## src/rtl/cla_pkg.sv

```systemverilog
// cla_pkg: shared types and helpers for the pipelined carry-lookahead adder.
//   op_e      - operation select (wrap add, subtract, saturating add, per-lane saturating add)
//   sat_value - saturation pattern 0111..1 (neg=0) or 1000..0 (neg=1) of a given width,
//               returned right-aligned in a SAT_MAX_W-bit word (callers size-cast it)
package cla_pkg;

  typedef enum logic [1:0] {
    OP_ADD    = 2'd0,
    OP_SUB    = 2'd1,
    OP_ADDS   = 2'd2,
    OP_PADDSB = 2'd3
  } op_e;

  localparam int SAT_MAX_W = 64;

  function automatic logic [SAT_MAX_W-1:0] sat_value(input logic neg, input int width);
    logic [SAT_MAX_W-1:0] v;
    v = '0;
    for (int i = 0; i < SAT_MAX_W; i++) begin
      if (i < width) begin
        v[i] = (i == width - 1) ? neg : ~neg;
      end
    end
    return v;
  endfunction

endpackage

```

## src/rtl/cla_lane.sv

```systemverilog
// cla_lane: one LANE-bit lookahead group.
//   a, b   in   LANE  lane operands (b already inverted for subtract)
//   grp_g  out  1     group generate
//   grp_p  out  1     group propagate
//   sum0   out  LANE  lane sum assuming carry-in 0
//   sum1   out  LANE  lane sum assuming carry-in 1
module cla_lane
  import cla_pkg::*;
#(
  parameter int LANE = 4
) (
  input  logic [LANE-1:0] a,
  input  logic [LANE-1:0] b,
  output logic            grp_g,
  output logic            grp_p,
  output logic [LANE-1:0] sum0,
  output logic [LANE-1:0] sum1
);

  logic [LANE-1:0] bit_g;
  logic [LANE-1:0] bit_p;

  assign bit_g = a & b;
  // OR-form propagate is sufficient for carry production (G | P&c).
  assign bit_p = a | b;

  // G = g[n-1] | p[n-1]g[n-2] | ... | p[n-1]..p[1]g[0], folded from the LSB up.
  always_comb begin
    grp_g = 1'b0;
    for (int i = 0; i < LANE; i++) begin
      grp_g = bit_g[i] | (bit_p[i] & grp_g);
    end
  end

  assign grp_p = &bit_p;

  // Carry-select pair; stage 2 picks one once the lane carry is known.
  assign sum0 = a + b;
  assign sum1 = a + b + LANE'(1);

endmodule

```

## src/rtl/cla_pipe_adder.sv

```systemverilog
// cla_pipe_adder: two-stage pipelined carry-lookahead adder with valid/ready handshake.
// Stage 1 forms per-lane G/P and carry-select sums; stage 2 resolves lane carries,
// selects sums, saturates and computes flags. WIDTH must be a multiple of LANE.
//   clk, rst        clock, asynchronous active-high reset
//   in_valid/ready  input handshake; in_ready does not depend on in_valid
//   op              0 ADD, 1 SUB, 2 ADDS (full-width saturating), 3 PADDSB (per-lane saturating)
//   a, b, cin       operands (two's complement), carry-in (ADD only)
//   out_valid/ready output handshake; outputs hold while out_valid & !out_ready
//   sum, cout       result, carry out of MSB (ADD/SUB only)
//   flag_n/z/v      negative, zero, signed overflow (on post-saturation sum)
module cla_pipe_adder
  import cla_pkg::*;
#(
  parameter int WIDTH = 16,
  parameter int LANE  = 4
) (
  input  logic             clk,
  input  logic             rst,
  input  logic             in_valid,
  output logic             in_ready,
  input  logic [1:0]       op,
  input  logic [WIDTH-1:0] a,
  input  logic [WIDTH-1:0] b,
  input  logic             cin,
  output logic             out_valid,
  input  logic             out_ready,
  output logic [WIDTH-1:0] sum,
  output logic             cout,
  output logic             flag_n,
  output logic             flag_z,
  output logic             flag_v
);

  localparam int NL = WIDTH / LANE;

  // ---------------- stage 1: operand prep and lane groups ----------------
  op_e              op_in;
  logic [WIDTH-1:0] b_eff;
  logic             cin_eff;

  assign op_in = op_e'(op);

  always_comb begin
    b_eff   = b;
    cin_eff = 1'b0;
    case (op_in)
      OP_ADD: cin_eff = cin;
      OP_SUB: begin
        b_eff   = ~b;
        cin_eff = 1'b1;
      end
      default: ;
    endcase
  end

  logic [NL-1:0]    lane_g;
  logic [NL-1:0]    lane_p;
  logic [WIDTH-1:0] lane_s0;
  logic [WIDTH-1:0] lane_s1;
  logic [NL-1:0]    lane_a_msb;
  logic [NL-1:0]    lane_b_msb;

  for (genvar i = 0; i < NL; i++) begin : g_lane
    cla_lane #(.LANE(LANE)) u_lane (
      .a     (a[i*LANE +: LANE]),
      .b     (b_eff[i*LANE +: LANE]),
      .grp_g (lane_g[i]),
      .grp_p (lane_p[i]),
      .sum0  (lane_s0[i*LANE +: LANE]),
      .sum1  (lane_s1[i*LANE +: LANE])
    );
    assign lane_a_msb[i] = a[i*LANE + LANE - 1];
    assign lane_b_msb[i] = b_eff[i*LANE + LANE - 1];
  end

  // ---------------- handshake ----------------
  logic s1_valid;
  logic s1_load;
  logic s2_load;

  assign s2_load  = !out_valid || out_ready;
  assign s1_load  = !s1_valid || s2_load;
  assign in_ready = !s1_valid || !out_valid || out_ready;

  // ---------------- stage 1 registers ----------------
  logic [NL-1:0]    s1_g;
  logic [NL-1:0]    s1_p;
  logic [WIDTH-1:0] s1_s0;
  logic [WIDTH-1:0] s1_s1;
  logic [NL-1:0]    s1_a_msb;
  logic [NL-1:0]    s1_b_msb;
  op_e              s1_op;
  logic             s1_cin;

  always_ff @(posedge clk or posedge rst) begin
    if (rst) begin
      s1_valid <= 1'b0;
      s1_g     <= '0;
      s1_p     <= '0;
      s1_s0    <= '0;
      s1_s1    <= '0;
      s1_a_msb <= '0;
      s1_b_msb <= '0;
      s1_op    <= OP_ADD;
      s1_cin   <= 1'b0;
    end else if (s1_load) begin
      s1_valid <= in_valid;
      if (in_valid) begin
        s1_g     <= lane_g;
        s1_p     <= lane_p;
        s1_s0    <= lane_s0;
        s1_s1    <= lane_s1;
        s1_a_msb <= lane_a_msb;
        s1_b_msb <= lane_b_msb;
        s1_op    <= op_in;
        s1_cin   <= cin_eff;
      end
    end
  end

  // ---------------- stage 2: lookahead, select, saturate ----------------
  logic [NL:0]      c_la;
  logic [NL-1:0]    c_sel;
  logic [WIDTH-1:0] raw_sum;
  logic             raw_v;
  logic [WIDTH-1:0] fin_sum;
  logic             fin_v;
  logic             fin_cout;

  always_comb begin
    c_la    = '0;
    c_sel   = '0;
    raw_sum = '0;
    c_la[0] = s1_cin;
    for (int i = 0; i < NL; i++) begin
      c_la[i+1] = s1_g[i] | (s1_p[i] & c_la[i]);
    end
    // Packed-byte mode isolates lanes: only lane 0 sees the (zero) carry-in.
    for (int i = 0; i < NL; i++) begin
      c_sel[i] = (s1_op == OP_PADDSB && i != 0) ? 1'b0 : c_la[i];
    end
    for (int i = 0; i < NL; i++) begin
      raw_sum[i*LANE +: LANE] = c_sel[i] ? s1_s1[i*LANE +: LANE] : s1_s0[i*LANE +: LANE];
    end
    raw_v = (s1_a_msb[NL-1] == s1_b_msb[NL-1]) && (raw_sum[WIDTH-1] != s1_a_msb[NL-1]);

    fin_sum  = raw_sum;
    fin_v    = raw_v;
    fin_cout = 1'b0;
    case (s1_op)
      OP_ADD, OP_SUB: fin_cout = c_la[NL];
      OP_ADDS: begin
        // Overflow direction follows the (common) operand sign.
        if (raw_v) fin_sum = WIDTH'(sat_value(s1_a_msb[NL-1], WIDTH));
      end
      OP_PADDSB: begin
        fin_v = 1'b0;
        for (int i = 0; i < NL; i++) begin
          if (s1_a_msb[i] == s1_b_msb[i] && raw_sum[i*LANE + LANE - 1] != s1_a_msb[i]) begin
            fin_sum[i*LANE +: LANE] = LANE'(sat_value(s1_a_msb[i], LANE));
          end
        end
      end
      default: ;
    endcase
  end

  // ---------------- stage 2 / output registers ----------------
  always_ff @(posedge clk or posedge rst) begin
    if (rst) begin
      out_valid <= 1'b0;
      sum       <= '0;
      cout      <= 1'b0;
      flag_n    <= 1'b0;
      flag_z    <= 1'b0;
      flag_v    <= 1'b0;
    end else if (s2_load) begin
      out_valid <= s1_valid;
      if (s1_valid) begin
        sum    <= fin_sum;
        cout   <= fin_cout;
        flag_n <= fin_sum[WIDTH-1];
        flag_z <= (fin_sum == '0);
        flag_v <= fin_v;
      end
    end
  end

endmodule

```

## config.mk

```make
export PLATFORM = sky130hd
export DESIGN_NAME = cla_pipe_adder
export DESIGN_NICKNAME = d
export VERILOG_FILES = /design/src/rtl/cla_pkg.sv /design/src/rtl/cla_lane.sv /design/src/rtl/cla_pipe_adder.sv
export SDC_FILE = /design/constraint.sdc
export NUM_CORES = 1
export LEC_CHECK = 0
export CAP_MARGIN = 20
export CORE_MARGIN = 3
export CORE_UTILIZATION = 56
export DETAILED_ROUTE_END_ITERATION = 7
export MAX_ROUTING_LAYER = met4
export PLACE_DENSITY = 0.9
export RECOVER_POWER = 50
export SLEW_MARGIN = 20
export SYNTH_ARGS = -nofsm -noshare
export SYNTH_HDL_FRONTEND = slang
export SYNTH_SLANG_ARGS = --single-unit
```

## constraint.sdc

```tcl
create_clock -name clk -period 3.2 [get_ports clk]
set_input_delay 0.64 -clock clk [delete_from_list [all_inputs] [get_ports clk]]
set_output_delay 0.64 -clock clk [all_outputs]
set_load 0.1 [all_outputs]
```

==> flow_metrics.py, run 1 <==
metrics = {
    "timing": {
        "drv_slew": 31,
        "tightest_slew_ps": 1530,
        "period_share_pct": 86.8,
        "whs_ps": 491,
        "tns_ps": 0,
        "clock_skew_ps": 12.2,
        "fmax_ghz": 0.360,
        "hold_violations": 0,
        "rsz0062_at_grt": "no",
        "post-route-worst-setup-slack_ps": 424,
        "timing.slew.headroom_pct": -2.00,
        "timing.final.crit_period_ps": 2780,
        "setup_violations": 0,
    },
    "detailed_routing": {
        "drc": 0,
        "drt-pass1-iter-count": 4,
        "wl_um": 10200,
        "vias_per_cell": 5.55,
        "antenna_left": 0,
        "routed-via-count": 3670,
        "drt_iter0_drc": 220,
        "routedWlPerCell_um": 15.4,
    },
    "clock_tree": {
        "hold_buffers": 0,
        "clockRootBuffer": "clkbuf_8",
        "clockBufferDepth": 2,
        "post_cts_resized": 0,
        "cts_made_buffers": 9,
        "cts_sinks": 72,
        "post_cts_buffers": 0,
        "cts_tree": "done",
        "cts.clk_slew.worst_paths_ps": 70,
        "htreeDepth": 3,
        "worstSkewPairLatency_ps": 360,
    },
    "synth": {
        "synth_fp_nets": 571,
        "synth-seq-cells": 72,
        "synth_seq_area_share_pct": 38.8,
        "avgSynthCellArea_sq_um": 9.43,
        "ys_types": 54,
        "synth_edf_count": 0,
        "synth_common_cells": "72 x dfrtp_1, 59 x nand2_1, 45 x o21ai_0",
        "synth.cell_area_sq_um": 4640,
        "synth_top_area_share_pct": 38.8,
        "synth_async_sr_flop_share_pct": 100,
        "netlist_top_cells_area": "dfrtp_1 39%, ha_1 9.7%, mux2_2 5.6%",
        "syn_inst": 492,
        "ys_warn_count": 0,
        "yosys.area.top_type": "dfrtp_1",
        "ys.flop_type": "dfrtp_1",
        "yosysMostFrequentCell": "dfrtp_1",
    },
    "power_and_ir_drop": {
        "irDropWorstVdd_uv": 351,
        "p_leak_uw": 0.00255,
        "total_power_uw": 4460,
        "power_density_nw_per_um2": 803,
    },
    "grt": {
        "antenna_found_initial": 0,
        "first_global_vias": 3723,
        "grt_util_all_layers_pct": 23.1,
        "grt_max_degree": 83,
        "overflow": 0,
        "grt_pass1_wl_um": 17300,
    },
    "finish": {
        "antennaDiodeCount": 0,
        "fillCellCount": 607,
        "fin_cells": 661,
        "nets": 633,
        "drive_gt1_share_pct": 13.4,
        "area_delta_synth_final_pct": 19.8,
    },
    "place": {
        "dp_cells": 645,
        "gp_congestion": 0.890,
        "place_ws_ps": 42.6,
        "io_buffers": 60,
        "dp_hpwl_um": 7660,
    },
    "die": {
        "die_w_um": 97.0,
        "num_rows": 32,
        "die_y_um": 97.0,
        "ioPinCount": 61,
        "coreArea_sq_um": 7890,
        "initial_core_util_pct": 58.8,
        "die-area_sq_um": 9410,
    },
    "critical_path": {
        "crit_required_ps": 3470,
        "crit_family": "XOR/XNOR gates",
        "worst_path_most_repeated_cell": "xnor2_1",
        "worst-setup-path-type": "primary input to flop",
        "crit_chain": "clkdlybuf4s50_1 > nand2b_1 > buf_12 > xnor2_1 > ha_1 > inv_1 > fa_1 > xnor2_1 > nand3_1 > xor2_1 > o21ai_0",
        "endpoint_kind": "flop",
        "critical_path.slowest_cell": "clkdlybuf4s50_1",
        "crit_path_start_kind": "primary input",
        "cp.buffers_inverters": 3,
        "critPathMaxFanout": 12,
        "worstPathArrival_ps": 3050,
        "cp_slowest_stage_delay_ps": 410,
    },
    "worst_hold_path": {
        "hold_class": "flop to flop",
    },
    "status": {
        "status": "complete, but fails checks",
        "violations": "max-capacitance violations, max-slew violations",
    },
    "job": {
        "maxCapViolCount": 1,
    },
}
-- final cells by class --
| cell class | count | area [sq um] | area share (%) |
|---|---|---|---|
| flip-flops and latches | 72 | 1800 | 32.5 |
| repair buffers | 72 | 619 | 11.1 |
| well taps | 102 | 128 | 2.30 |
| inverters | 44 | 165 | 2.97 |
| multi-input cells | 355 | 2570 | 46.3 |
| clock buffers | 10 | 138 | 2.48 |
| clock inverters | 6 | 130 | 2.34 |
-- final timing paths --
| path | startpoint | endpoint | slack (ps) | cells after the start |
|---|---|---|---|---|
| setup / recovery | op[1] | s1_s1[3]$_DFFE_PP0P_ | 420 | 11 |
| hold / removal | s1_s0[1]$_DFFE_PP0P_ | s1_s0[1]$_DFFE_PP0P_ | 490 | 2 |
| setup reg to reg | s1_op[0]$_DFFE_PP0P_ | flag_z$_DFFE_PP0P_ | 530 | 8 |
| hold reg to reg | s1_s0[1]$_DFFE_PP0P_ | s1_s0[1]$_DFFE_PP0P_ | 490 | 2 |
| max in group asynchronous | rst | s1_s1[15]$_DFFE_PP0P_ | 610 | 3 |
| min in group asynchronous | rst | s1_s1[1]$_DFFE_PP0P_ | 780 | 2 |
-- where the power goes --
part	total (uW)	internal (uW)	switching, uW	leakage (uW)
combinational	2100	650	1450	0.00155
clock	966	615	350	0.000136
sequential	1390	1180	214	0.000866
total	4460	2450	2010	0.00255
-- metrics by stage --
stage               instance area (sq um)  util (%)
finish                               5560      70.4
CTS                                  5600      71.0
detailed placement                   5330      67.6
global route                         5560      70.4
global placement                     5330      67.6
floorplan                            4640         -
-- state kept, by name (all words and copies together), names as in the netlist --
name / count
s1_s0: 16
s1_s1: 16
sum: 16
s1_a_msb: 4
s1_b_msb: 4
s1_g: 4
s1_p: 4
s1_op: 2
cout: 1
flag_v: 1
flag_z: 1
out_valid: 1
s1_cin: 1
s1_valid: 1
-- worst min-delay path, cell delays in order (launching register included) --
cell and delay [ps]:
dfrtp_1 350, nand2_1 50, o21ai_0 60
-- kinds of logic after synthesis --
| group | after synthesis | share of synthesized area, % |
|---|---|---|
| AOI/OAI and AO/OA | 112 | 15.6 |
| xor gates and xnor gates | 32 | 6.04 |
| adders and majority gates | 42 | 11.9 |
| buffers and inverters | 65 | 5.75 |
| DFF | 72 | 38.8 |
| muxes | 35 | 8.20 |
| and+or+nand+nor | 134 | 13.7 |
-- routing by layer --
| metal | global-route usage (%) | up-vias | part of all wire [%] |
|---|---|---|---|
| li1 | - | 1797 | - |
| met1 | 28.1 | 1766 | 43 |
| met2 | 38.3 | 87 | 50 |
| met3 | 4.25 | 20 | 4.7 |
| met4 | 8.75 | 0 | 2.1 |
| met5 | - | - | 0 |
-- layout by cell type, fill, tap and decap left out, types with 3 or more instances in the layout --
cell	count
o211ai_1	5
ha_1	36
nor3_1	6
nand2_1	58
and2_1	5
a21o_1	9
dfrtp_1	71
o31ai_1	3
nand3_1	10
clkdlybuf4s50_1	36
bufinv_16	4
inv_1	44
mux2_2	23
clkbuf_8	10
o21ai_0	45
buf_4	21
nor2_1	30
fa_1	4
clkbuf_1	11
nand2b_1	7
mux2i_1	11
xor2_1	4
o21a_1	9
or4_1	4
xnor2_1	28
a21oi_1	19
No activity file was read; power rests on OpenSTA's default activity.
==> run 2: changes to the inputs <==
Settings changed: GPL_ROUTABILITY_DRIVEN set to 0.
==> results of run 2 <==
Same layout as run 1: the final DEF is identical, and so are final timing and power.
